**config.mk**
```make
export PLATFORM = sky130hd
export DESIGN_NAME = uart_tx
export DESIGN_NICKNAME = d
export VERILOG_FILES = /design/src/rtl/uart_tx.sv
export SDC_FILE = /design/constraint.sdc
export NUM_CORES = 1
export LEC_CHECK = 0
export ABC_AREA = 1
export CORE_AREA = 2 2 68 70
export CTS_CLUSTER_DIAMETER = 80
export DETAILED_ROUTE_END_ITERATION = 10
export DIE_AREA = 0 0 70 72
export GPL_ROUTABILITY_DRIVEN = 0
export PLACE_DENSITY = 0.55
export SETUP_SLACK_MARGIN = 0.4
export SLEW_MARGIN = 20
export SYNTH_ARGS = -nofsm -noshare
export SYNTH_HDL_FRONTEND = slang
export SYNTH_SLANG_ARGS = --single-unit
export TNS_END_PERCENT = 5
```
**constraint.sdc**
```tcl
create_clock -name tx_clk -period 2.7 [get_ports tx_clk]
set_clock_uncertainty 0.1 [all_clocks]
set_input_delay 0.54 -clock tx_clk [delete_from_list [all_inputs] [get_ports tx_clk]]
set_output_delay 0.54 -clock tx_clk [all_outputs]
set_load 0.02 [all_outputs]
```
**src/rtl/uart_tx.sv**
```systemverilog
// UART transmitter (8N1, optional parity): serialises one latched byte per accepted request, LSB first.
// Latency: start bit appears one cycle after tx_start is accepted; frame is 10 (11 with parity) bit times.
// Backpressure: tx_busy high while a frame is in flight; tx_start is ignored (not queued) while busy.
//
// Ports:
//   tx_clk   in   1  single clock, rising edge
//   rst_n    in   1  asynchronous active-low reset
//   tx_start in   1  send request, sampled only in IDLE
//   tx_in    in   8  byte to send, captured on the accepting edge
//   tx_out   out  1  serial line, idle high
//   tx_busy  out  1  frame in progress
//   tx_done  out  1  one-cycle pulse at frame completion
// Optional feature macro: UART_TX_PARITY_EN (adds one parity bit between data and stop).
module uart_tx #(
    parameter int CLKS_PER_BIT = 521,
    parameter int PARITY_ODD   = 0
) (
    input  logic       tx_clk,
    input  logic       rst_n,
    input  logic       tx_start,
    input  logic [7:0] tx_in,
    output logic       tx_out,
    output logic       tx_busy,
    output logic       tx_done
);

    localparam int CNT_W = (CLKS_PER_BIT > 2) ? $clog2(CLKS_PER_BIT) : 1;
    localparam logic [CNT_W-1:0] CNT_LAST = CNT_W'(CLKS_PER_BIT - 1);

    // Elaboration-time sanity checks on the configuration.
    if (CLKS_PER_BIT < 2) begin : g_bad_cpb
        $error("uart_tx: CLKS_PER_BIT must be >= 2");
    end
    if (PARITY_ODD < 0 || PARITY_ODD > 1) begin : g_bad_par
        $error("uart_tx: PARITY_ODD must be 0 or 1");
    end

`ifdef UART_TX_PARITY_EN
    typedef enum logic [2:0] {IDLE, START, DATA, PARITY, STOP} state_t;
`else
    typedef enum logic [1:0] {IDLE, START, DATA, STOP} state_t;
`endif

    state_t           state_q, state_d;
    logic [CNT_W-1:0] cnt_q, cnt_d;
    logic [2:0]       idx_q, idx_d;
    logic [7:0]       data_q, data_d;
    logic             tx_out_q, tx_out_d;
    logic             busy_q, busy_d;
    logic             done_q, done_d;

    logic             bit_end;
    logic [2:0]       idx_nxt;

    assign bit_end = (cnt_q == CNT_LAST);
    assign idx_nxt = idx_q + 3'd1;

    // Outputs are computed one cycle ahead so that every output is a flop:
    // the value for the first cycle of a bit is loaded on the edge that ends
    // the previous bit.
    always_comb begin
        state_d  = state_q;
        cnt_d    = cnt_q;
        idx_d    = idx_q;
        data_d   = data_q;
        tx_out_d = tx_out_q;
        busy_d   = busy_q;
        done_d   = 1'b0;

        case (state_q)
            IDLE: begin
                tx_out_d = 1'b1;
                busy_d   = 1'b0;
                cnt_d    = '0;
                idx_d    = '0;
                // tx_done cycle is spent here, so a request in that cycle
                // is accepted and frames can run back to back.
                if (tx_start) begin
                    data_d   = tx_in;
                    state_d  = START;
                    tx_out_d = 1'b0;
                    busy_d   = 1'b1;
                end
            end
            START: begin
                if (bit_end) begin
                    cnt_d    = '0;
                    idx_d    = '0;
                    state_d  = DATA;
                    tx_out_d = data_q[0];
                end else begin
                    cnt_d = cnt_q + CNT_W'(1);
                end
            end
            DATA: begin
                if (bit_end) begin
                    cnt_d = '0;
                    if (idx_q == 3'd7) begin
`ifdef UART_TX_PARITY_EN
                        state_d  = PARITY;
                        tx_out_d = (^data_q) ^ PARITY_ODD[0];
`else
                        state_d  = STOP;
                        tx_out_d = 1'b1;
`endif
                    end else begin
                        idx_d    = idx_nxt;
                        tx_out_d = data_q[idx_nxt];
                    end
                end else begin
                    cnt_d = cnt_q + CNT_W'(1);
                end
            end
`ifdef UART_TX_PARITY_EN
            PARITY: begin
                if (bit_end) begin
                    cnt_d    = '0;
                    state_d  = STOP;
                    tx_out_d = 1'b1;
                end else begin
                    cnt_d = cnt_q + CNT_W'(1);
                end
            end
`endif
            STOP: begin
                if (bit_end) begin
                    cnt_d    = '0;
                    state_d  = IDLE;
                    tx_out_d = 1'b1;
                    busy_d   = 1'b0;
                    done_d   = 1'b1;
                end else begin
                    cnt_d = cnt_q + CNT_W'(1);
                end
            end
            default: begin
                state_d  = IDLE;
                cnt_d    = '0;
                idx_d    = '0;
                tx_out_d = 1'b1;
                busy_d   = 1'b0;
            end
        endcase
    end

    always_ff @(posedge tx_clk or negedge rst_n) begin
        if (!rst_n) begin
            state_q  <= IDLE;
            cnt_q    <= '0;
            idx_q    <= '0;
            data_q   <= '0;
            tx_out_q <= 1'b1;
            busy_q   <= 1'b0;
            done_q   <= 1'b0;
        end else begin
            state_q  <= state_d;
            cnt_q    <= cnt_d;
            idx_q    <= idx_d;
            data_q   <= data_d;
            tx_out_q <= tx_out_d;
            busy_q   <= busy_d;
            done_q   <= done_d;
        end
    end

    assign tx_out  = tx_out_q;
    assign tx_busy = busy_q;
    assign tx_done = done_q;

endmodule

```
==> reports/metrics.yaml, run 1 <==
dp_slack_ns: 0.951
cts-root-buf: "clkbuf_8"
maxCapViolCount: 0
synth_warnings: 0
ant_nets: 0
syn_area_um2: 1460
antenna_cells: 0
initial_core_util_pct: 34.1
totalNegativeSetupSlack_ns: 0
clock.fmax_mhz: 488
synth_compound_area_share_pct: 10.7
placementRows: 24
synth_top_family_by_area: "simple AND/OR/NAND/NOR gates"
maxSlewHeadroom_pct: 65.3
fp.dieW_um: 70
design.core.area_um2: 4260
cp_top_family: "buffers and inverters"
fin_crit_sh_pct: 75.9
drt_iter0_drc: 22
synth_xor_area_share_pct: 1.81
crit_path_cell_trace: "clkdlybuf4s50_1"
clock_sinks: 26
worstMarginPinSlew_ns: 0.518
dr_total_vias: 1093
synth_adder_area_share_pct: 8.60
grt_pass1_wl_um: 4710
path_class: "reg2out"
hold_violations: 0
grt_pass1_vias: 1107
postLayoutCellArea_um2: 1700
die_h_um: 72
clock_latency_ns: 0.27
dp_hpwl_um: 2020
p_per_area_nw_per_um2: 943
rsz0062_at_grt: "false"
cp.required_ns: 2.06
avgSynthCellArea_um2: 8.71
final_nets: 206
grt_start_max_net_pins: 18
io_pins: 14
drc: 0
wl_um: 2620
synthMuxAreaShare_pct: 0
crit_path_max_fanout: 2
slew_violations: 0
cp-start-kind: "register"
seq_area_frac_synth_pct: 44.8
cts_tree: "built"
holdBufCountCts: 0
yosys.area_share.simple_pct: 26.6
synth_cell_types: 29
slowest_delay_ns: 0.60
numCtsBuffers: 3
postSynthNetCount: 188
cts_htree_levels: 1
antenna_found_initial: 0
max-clock-path-buffers: 2
holdWs_ns: 0.409
die-area_um2: 5040
status: "finished, final reports clean"
clk_pin_slew_ns: 0.09
overflow: 0
track_usage_pct: 11.5
io_buffer_count: 13
synth_seq_cells: 26
mostFrequentLayoutCells: "nand2_1, dfrtp_1, inv_1"
dp_cells: 232
ir_drop_uv: 485
dpl_cell_area_um2: 1650
cts_resized: 0
cp-end-kind: "primary output"
setup_ws_ns: 0.650
final_common_cell: "nand2_1"
drive_gt1_share_pct: 14.7
critical_path_buf_inv_count: 1
syn-instance-count: 167
worstPathArrival_ns: 1.41
stdcell_count: 236
period_needed_ns: 2.05
wire_per_inst_um: 11.1
power_leakage_uw: 0.000810
cpMaxStageDelayCell: "clkdlybuf4s50_1"
min_path_type: "reg2reg"
finalSetupViolCount: 0
post_cts_buffers: 0
vias_per_cell: 4.63
drt-pass1-iter-count: 4
areaGrowthSynthToFinish_pct: 17.1
-- layout make-up --
class	instances	area, µm²
clock buffer	4	55.1
fill	441	2560
inverter	25	93.8
multi-input combinational	114	693
sequential	26	652
tap	52	65.1
timing repair buffer	15	145
-- state kept, by name, summed over array words and instances (netlist names) --
| name | flops |
|---|---|
| tx_out | 1 |
| cnt_q | 10 |
| state_q | 2 |
| tx_done | 1 |
| tx_busy | 1 |
| data_q | 8 |
| idx_q | 3 |
-- kinds of logic (layout without fill, tap and decap cells) --
logic type,count (synthesis),after routing
xor gates and xnor gates,3,3
DFF,26,26
AOI/OAI and AO/OA,23,23
adders and majority gates,10,10
and+or+nand+nor,78,78
buffers and inverters,27,44
-- worst paths after layout --
| check | slack, ns | to | startpoint | depth (start not counted) |
|---|---|---|---|---|
| worst max-delay path | 0.65 | tx_out | tx_out | 1 |
| min in group asynchronous | 0.51 | cnt_q[8] | rst_n | 1 |
| max in group asynchronous | 1.46 | state_q[1] | rst_n | 2 |
| worst min-delay path | 0.41 | idx_q[1] | idx_q[1] | 2 |
| worst max register to register | 0.94 | state_q[0] | state_q[0] | 7 |
| worst min register to register | 0.41 | idx_q[1] | idx_q[1] | 2 |
-- per-stage QoR --
stage / power (µW) / util, %
2_1_floorplan: 1200 / -
3_3_place_gp: 1340 / 38.7
3_5_place_dp: 1370 / 38.7
4_1_cts: 1630 / 40.0
5_1_grt: 1770 / 40.0
6_report: 1610 / 40.0
-- Yosys cell counts --
cell / number / share of area [%]
nand2_1: 27 / 7.0
dfrtp_1: 25 / 43
inv_1: 24 / 6.2
nor2_1: 18 / 4.6
a21oi_1: 13 / 4.5
nand3_1: 12 / 4.1
ha_1: 10 / 8.6
nor2_2: 6 / 2.6
nand2_2: 5 / 2.1
o21ai_2: 4 / 2.4
xor2_1: 3 / 1.8
nand3b_1: 2 / 1.0
nor3b_1: 2 / 1.0
a221oi_1: 1 / 0.60
and3_1: 1 / 0.43
buf_2: 1 / 0.34
buf_6: 1 / 0.77
dfstp_2: 1 / 1.8
inv_2: 1 / 0.26
nand2_4: 1 / 0.77
nand4_1: 1 / 0.43
nand4_4: 1 / 1.5
nor3_1: 1 / 0.34
o211ai_1: 1 / 0.52
o21a_1: 1 / 0.52
o21ai_4: 1 / 1.1
o221ai_1: 1 / 0.60
o22ai_1: 1 / 0.43
or2_4: 1 / 0.60
-- per-layer routing --
metal,track usage (%),vias to the layer above,share of wire [%]
met4,3.42,0,0.69
li1,-,565,-
met1,13.6,513,45
met5,0,-,0
met2,20.8,13,51
met3,2.92,2,3.3
-- worst reg2reg max path, stage by stage, from the launching register on --
cell	delay, ns
dfrtp_1	0.44
inv_1	0.11
ha_1	0.31
or2_4	0.31
o21ai_4	0.17
nand2_2	0.09
nand2_1	0.09
o21ai_2	0.05
-- where the power goes --
group | leakage, µW | internal (µW) | switching, µW
Clock | 0.0000288 | 130 | 121
Sequential | 0.000324 | 515 | 91.5
Combinational | 0.000457 | 300 | 449
No activity file was read; power rests on OpenSTA's default activity.
==> run 2: changes to the inputs <==
--- a/config.mk
+++ b/config.mk
@@ -11,7 +11,7 @@
 export DETAILED_ROUTE_END_ITERATION = 10
 export DIE_AREA = 0 0 70 72
 export GPL_ROUTABILITY_DRIVEN = 0
-export PLACE_DENSITY = 0.55
+export PLACE_DENSITY = 0.57
 export SETUP_SLACK_MARGIN = 0.4
 export SLEW_MARGIN = 20
 export SYNTH_ARGS = -nofsm -noshare
==> constraint.sdc (replaced) <==
create_clock -name tx_clk -period 1.7 [get_ports tx_clk]
set_clock_uncertainty 0.1 [all_clocks]
set_input_delay 0.34 -clock tx_clk [delete_from_list [all_inputs] [get_ports tx_clk]]
set_output_delay 0.34 -clock tx_clk [all_outputs]
set_load 0.02 [all_outputs]
==> reports/metrics.yaml, run 2 (same netlist as run 1, synthesis figures left out) <==
cts_tree: "built"
overflow: 0
vias_per_cell: 4.60
track_usage_pct: 12.1
totalNegativeSetupSlack_ns: 0
drc: 0
n_fill_cell: 434
final_nets: 216
maxSlewHeadroom_pct: 77.5
min_path_type: "in2async"
fin_crit_sh_pct: 94.8
drt_iter0_drc: 25
die-area_um2: 5040
cts_htree_levels: 1
fin_util_pct: 42.7
grt_start_max_net_pins: 27
placementRows: 24
regArea_um2: 656
io_pins: 14
cp-start-kind: "register"
hold_violations: 0
finalSetupViolCount: 0
areaGrowthSynthToFinish_pct: 25.1
status: "finished, final reports clean"
top_regs: "cnt_q x10, data_q x8, idx_q x3"
wl_um: 2900
ant_nets: 0
path_class: "reg2reg"
cp.required_ns: 1.80
postLayoutCellArea_um2: 1820
rsz0062_at_grt: "true"
wire_per_inst_um: 11.8
crit_path_max_fanout: 4
power_leakage_uw: 0.000856
clock_latency_ns: 0.27
io_buffer_count: 13
die_h_um: 72
mostFrequentLayoutCells: "nand2_1, inv_1, dfrtp_1"
dr_total_vias: 1132
antenna_found_initial: 0
slew_violations: 0
drive_gt1_share_pct: 25.3
r2r_cells: 8
fp.dieW_um: 70
final_common_cell: "nand2_1"
worstMarginPinSlew_ns: 0.338
dp_hpwl_um: 2090
drt-pass1-iter-count: 4
p_per_area_nw_per_um2: 1540
worstPathArrival_ns: 1.71
ir_drop_uv: 716
design.core.area_um2: 4260
regMostFlops: "cnt_q"
clk_pin_slew_ns: 0.09
largest_reg_flops: 10
numCtsBuffers: 3
grt_pass1_vias: 1166
multi_input_area_um2: 739
grt_pass1_wl_um: 4970
initial_core_util_pct: 34.1
max-clock-path-buffers: 2
cts-root-buf: "clkbuf_8"
clock_sinks: 26
holdBufCountCts: 0
period_needed_ns: 1.61
dpl_cell_area_um2: 1660
maxCapViolCount: 0
clock.fmax_mhz: 620
antenna_cells: 0
cp-end-kind: "register"
[run 2: final timing paths]
kind	from	end	slack (ns)
max in group asynchronous	rst_n	tx_out	0.87
hold / removal	rst_n	cnt_q[1]	0.33
setup / recovery	state_q[0]	tx_out	0.09
min in group tx_clk	idx_q[2]	idx_q[2]	0.40
hold reg to reg	idx_q[2]	idx_q[2]	0.40
setup reg to reg	state_q[0]	tx_out	0.09
[run 2: timing repair]
action | CTS | global route
buffers inserted | 9 | 1
setup endpoints to repair | 27 | 29
pin swaps | 6 | 3
resized for setup | 11 | 7
[run 2: metal layers]
layer	global-route usage, %	vias to the layer above	share of wire [%]
met2	22.2	9	52
li1	-	587	-
met5	0	-	0
met3	2.36	6	2.0
met1	14.0	530	44
met4	4.91	0	1.8
[run 2: final cells by class]
type	instances	area share [%]
sequential	26	36.0
inverter	25	5.29
clock buffer	4	2.47
tap	52	3.57
timing repair buffer	25	12.0
multi-input combinational	114	40.6
[run 2: worst max-delay path: stages, from the launching register on]
cell	delay [ns]
dfrtp_2	0.45
buf_4	0.15
ha_2	0.20
inv_1	0.13
nand2_1	0.11
a221oi_2	0.22
nand2_1	0.08
nand2_1	0.06
nand2_1	0.05
[run 2: through the flow]
step                      power (µW)  setup slack (ns)  instances  hold WS [ns]
after floorplan                 1920             0.142        167       -0.0556
after global placement          2170             0.115        232         0.371
after detailed placement        2230            0.0368        232         0.382
after CTS                       2730             0.162        245         0.336
after global routing            3070            0.0199        246         0.351
final                           2800            0.0881        246         0.333
[run 2: report_power, final]
group	total (µW)	switching (µW)	internal (µW)
clock	356	188	168
combinational	1490	844	643
sequential	957	131	825
==> run 3: changes to the inputs <==
--- a/config.mk
+++ b/config.mk
@@ -6,13 +6,14 @@
 export NUM_CORES = 1
 export LEC_CHECK = 0
 export ABC_AREA = 1
-export CORE_AREA = 2 2 68 70
+export CORE_AREA = 2 2 62 76
 export CTS_CLUSTER_DIAMETER = 80
 export DETAILED_ROUTE_END_ITERATION = 10
-export DIE_AREA = 0 0 70 72
+export DIE_AREA = 0 0 64 78
 export GPL_ROUTABILITY_DRIVEN = 0
 export PLACE_DENSITY = 0.57
 export SETUP_SLACK_MARGIN = 0.4
+export SKIP_LAST_GASP = 1
 export SLEW_MARGIN = 20
 export SYNTH_ARGS = -nofsm -noshare
 export SYNTH_HDL_FRONTEND = slang
==> reports/metrics.yaml, run 3 (same netlist as run 1, synthesis figures left out) <==
crit_path_max_fanout: 7
grt_pass1_wl_um: 4960
fin_crit_sh_pct: 92.0
die_h_um: 78
ant_nets: 0
antenna_cells: 0
worstMarginPinSlew_ns: 0.338
initial_core_util_pct: 34.7
holdWs_ns: 0.320
period_needed_ns: 1.56
io_buffer_count: 13
worstPathArrival_ns: 1.64
top_regs: "cnt_q x10, data_q x8, idx_q x3"
numCtsBuffers: 3
slew_violations: 0
areaGrowthSynthToFinish_pct: 26.1
critical_path_buf_inv_count: 1
drc: 0
final_nets: 215
crit_path_cell_trace: "inv_1 -> ha_2 -> nand2_2 -> nor2_4 -> nand4_4 -> nand2_2 -> nand2_4 -> nand2_2 -> o21ai_2"
wire_per_inst_um: 11.5
cp-start-kind: "register"
ir_drop_uv: 664
totalNegativeSetupSlack_ns: 0
vias_per_cell: 4.63
regMostFlops: "cnt_q"
route.met3.wl_um: 79
crit_path_frequent_cell: "nand2_2"
grt_start_max_net_pins: 27
clock_sinks: 26
mostFrequentLayoutCells: "nand2_1, dfrtp_1, inv_1"
cp_top_family: "simple AND/OR/NAND/NOR gates"
drt-pass1-iter-count: 4
largest_reg_flops: 10
cts_htree_levels: 1
cts-root-buf: "clkbuf_8"
clk_pin_slew_ns: 0.10
finalSetupViolCount: 0
power_leakage_uw: 0.000865
path_class: "reg2reg"
grt_pass1_vias: 1183
status: "finished, final reports clean"
min_path_type: "in2async"
met2WireLength_um: 1480
placementRows: 26
p_per_area_nw_per_um2: 1580
slowest_delay_ns: 0.44
overflow: 0
die-area_um2: 4990
dr_total_vias: 1152
cpMaxStageDelayCell: "dfrtp_2"
final_common_cell: "nand2_1"
max-clock-path-buffers: 2
rsz0062_at_grt: "true"
io_pins: 14
clock.fmax_mhz: 639
cp-end-kind: "register"
fp.dieW_um: 64
cp.required_ns: 1.77
dp_hpwl_um: 2050
holdBufCountCts: 0
top_layer: "met4"
track_usage_pct: 12.4
maxCapViolCount: 0
wl_um: 2870
drive_gt1_share_pct: 26.4
wl_met1_um: 1220
design.core.area_um2: 4200
hold_violations: 0
clock_latency_ns: 0.28
antenna_found_initial: 0
cts_tree: "built"
maxSlewHeadroom_pct: 77.4
drt_iter0_drc: 29
run 3: what timing repair did:
action / 4_1_cts / 5_1_grt
buffers inserted: 7 / 2
resized for setup: 8 / 10
setup endpoints to repair: 27 / 27
pin swaps: 1 / 4
run 3: final timing paths:
kind / cells after the start / end / from / slack, ns
hold / removal: 2 / cnt_q[1] / rst_n / 0.32
setup / recovery: 9 / idx_q[2] / cnt_q[0] / 0.14
min in group tx_clk: 2 / idx_q[2] / idx_q[2] / 0.40
hold reg to reg: 2 / idx_q[2] / idx_q[2] / 0.40
setup reg to reg: 9 / idx_q[2] / cnt_q[0] / 0.14
max in group asynchronous: 2 / tx_out / rst_n / 0.87
run 3: area by class of cell:
cell class / instances / area, µm²
timing repair buffer: 24 / 211
fill: 411 / 2360
clock buffer: 3 / 41.3
inverter: 25 / 93.8
sequential: 26 / 656
tap: 56 / 70.1
clock inverter: 1 / 30.0
multi-input combinational: 114 / 732
run 3: routing by layer:
layer,GRT usage (%),vias to the layer above
li1,-,585
met1,14.3,543
met4,5.87,0
met2,21.4,15
met5,0,-
met3,2.90,9
run 3: per-stage QoR:
| stage | instance area (µm²) | worst slack (ns) | util (%) | instances | total power, µW |
|---|---|---|---|---|---|
| finish | 1830 | 0.136 | 43.7 | 249 | 2900 |
| global route | 1830 | 0.0388 | 43.7 | 249 | 3150 |
| CTS | 1790 | 0.146 | 42.7 | 247 | 2860 |
| detailed placement | 1670 | 0.0294 | 39.7 | 236 | 2230 |
| global placement | 1670 | 0.0984 | 39.7 | 236 | 2180 |
| floorplan | 1470 | 0.142 | - | 167 | 1920 |
run 3: worst register-to-register path, cell delays in order, from the launching register on:
cell     delay [ns]
dfrtp_2        0.44
inv_1          0.07
ha_2           0.17
nand2_2        0.06
nor2_4         0.12
nand4_4        0.15
nand2_2        0.14
nand2_4        0.09
nand2_2        0.08
o21ai_2        0.05
run 3: report_power, final:
part	total (µW)	internal [µW]	switching, µW
sequential	959	826	133
combinational	1420	603	816
clock	520	315	205
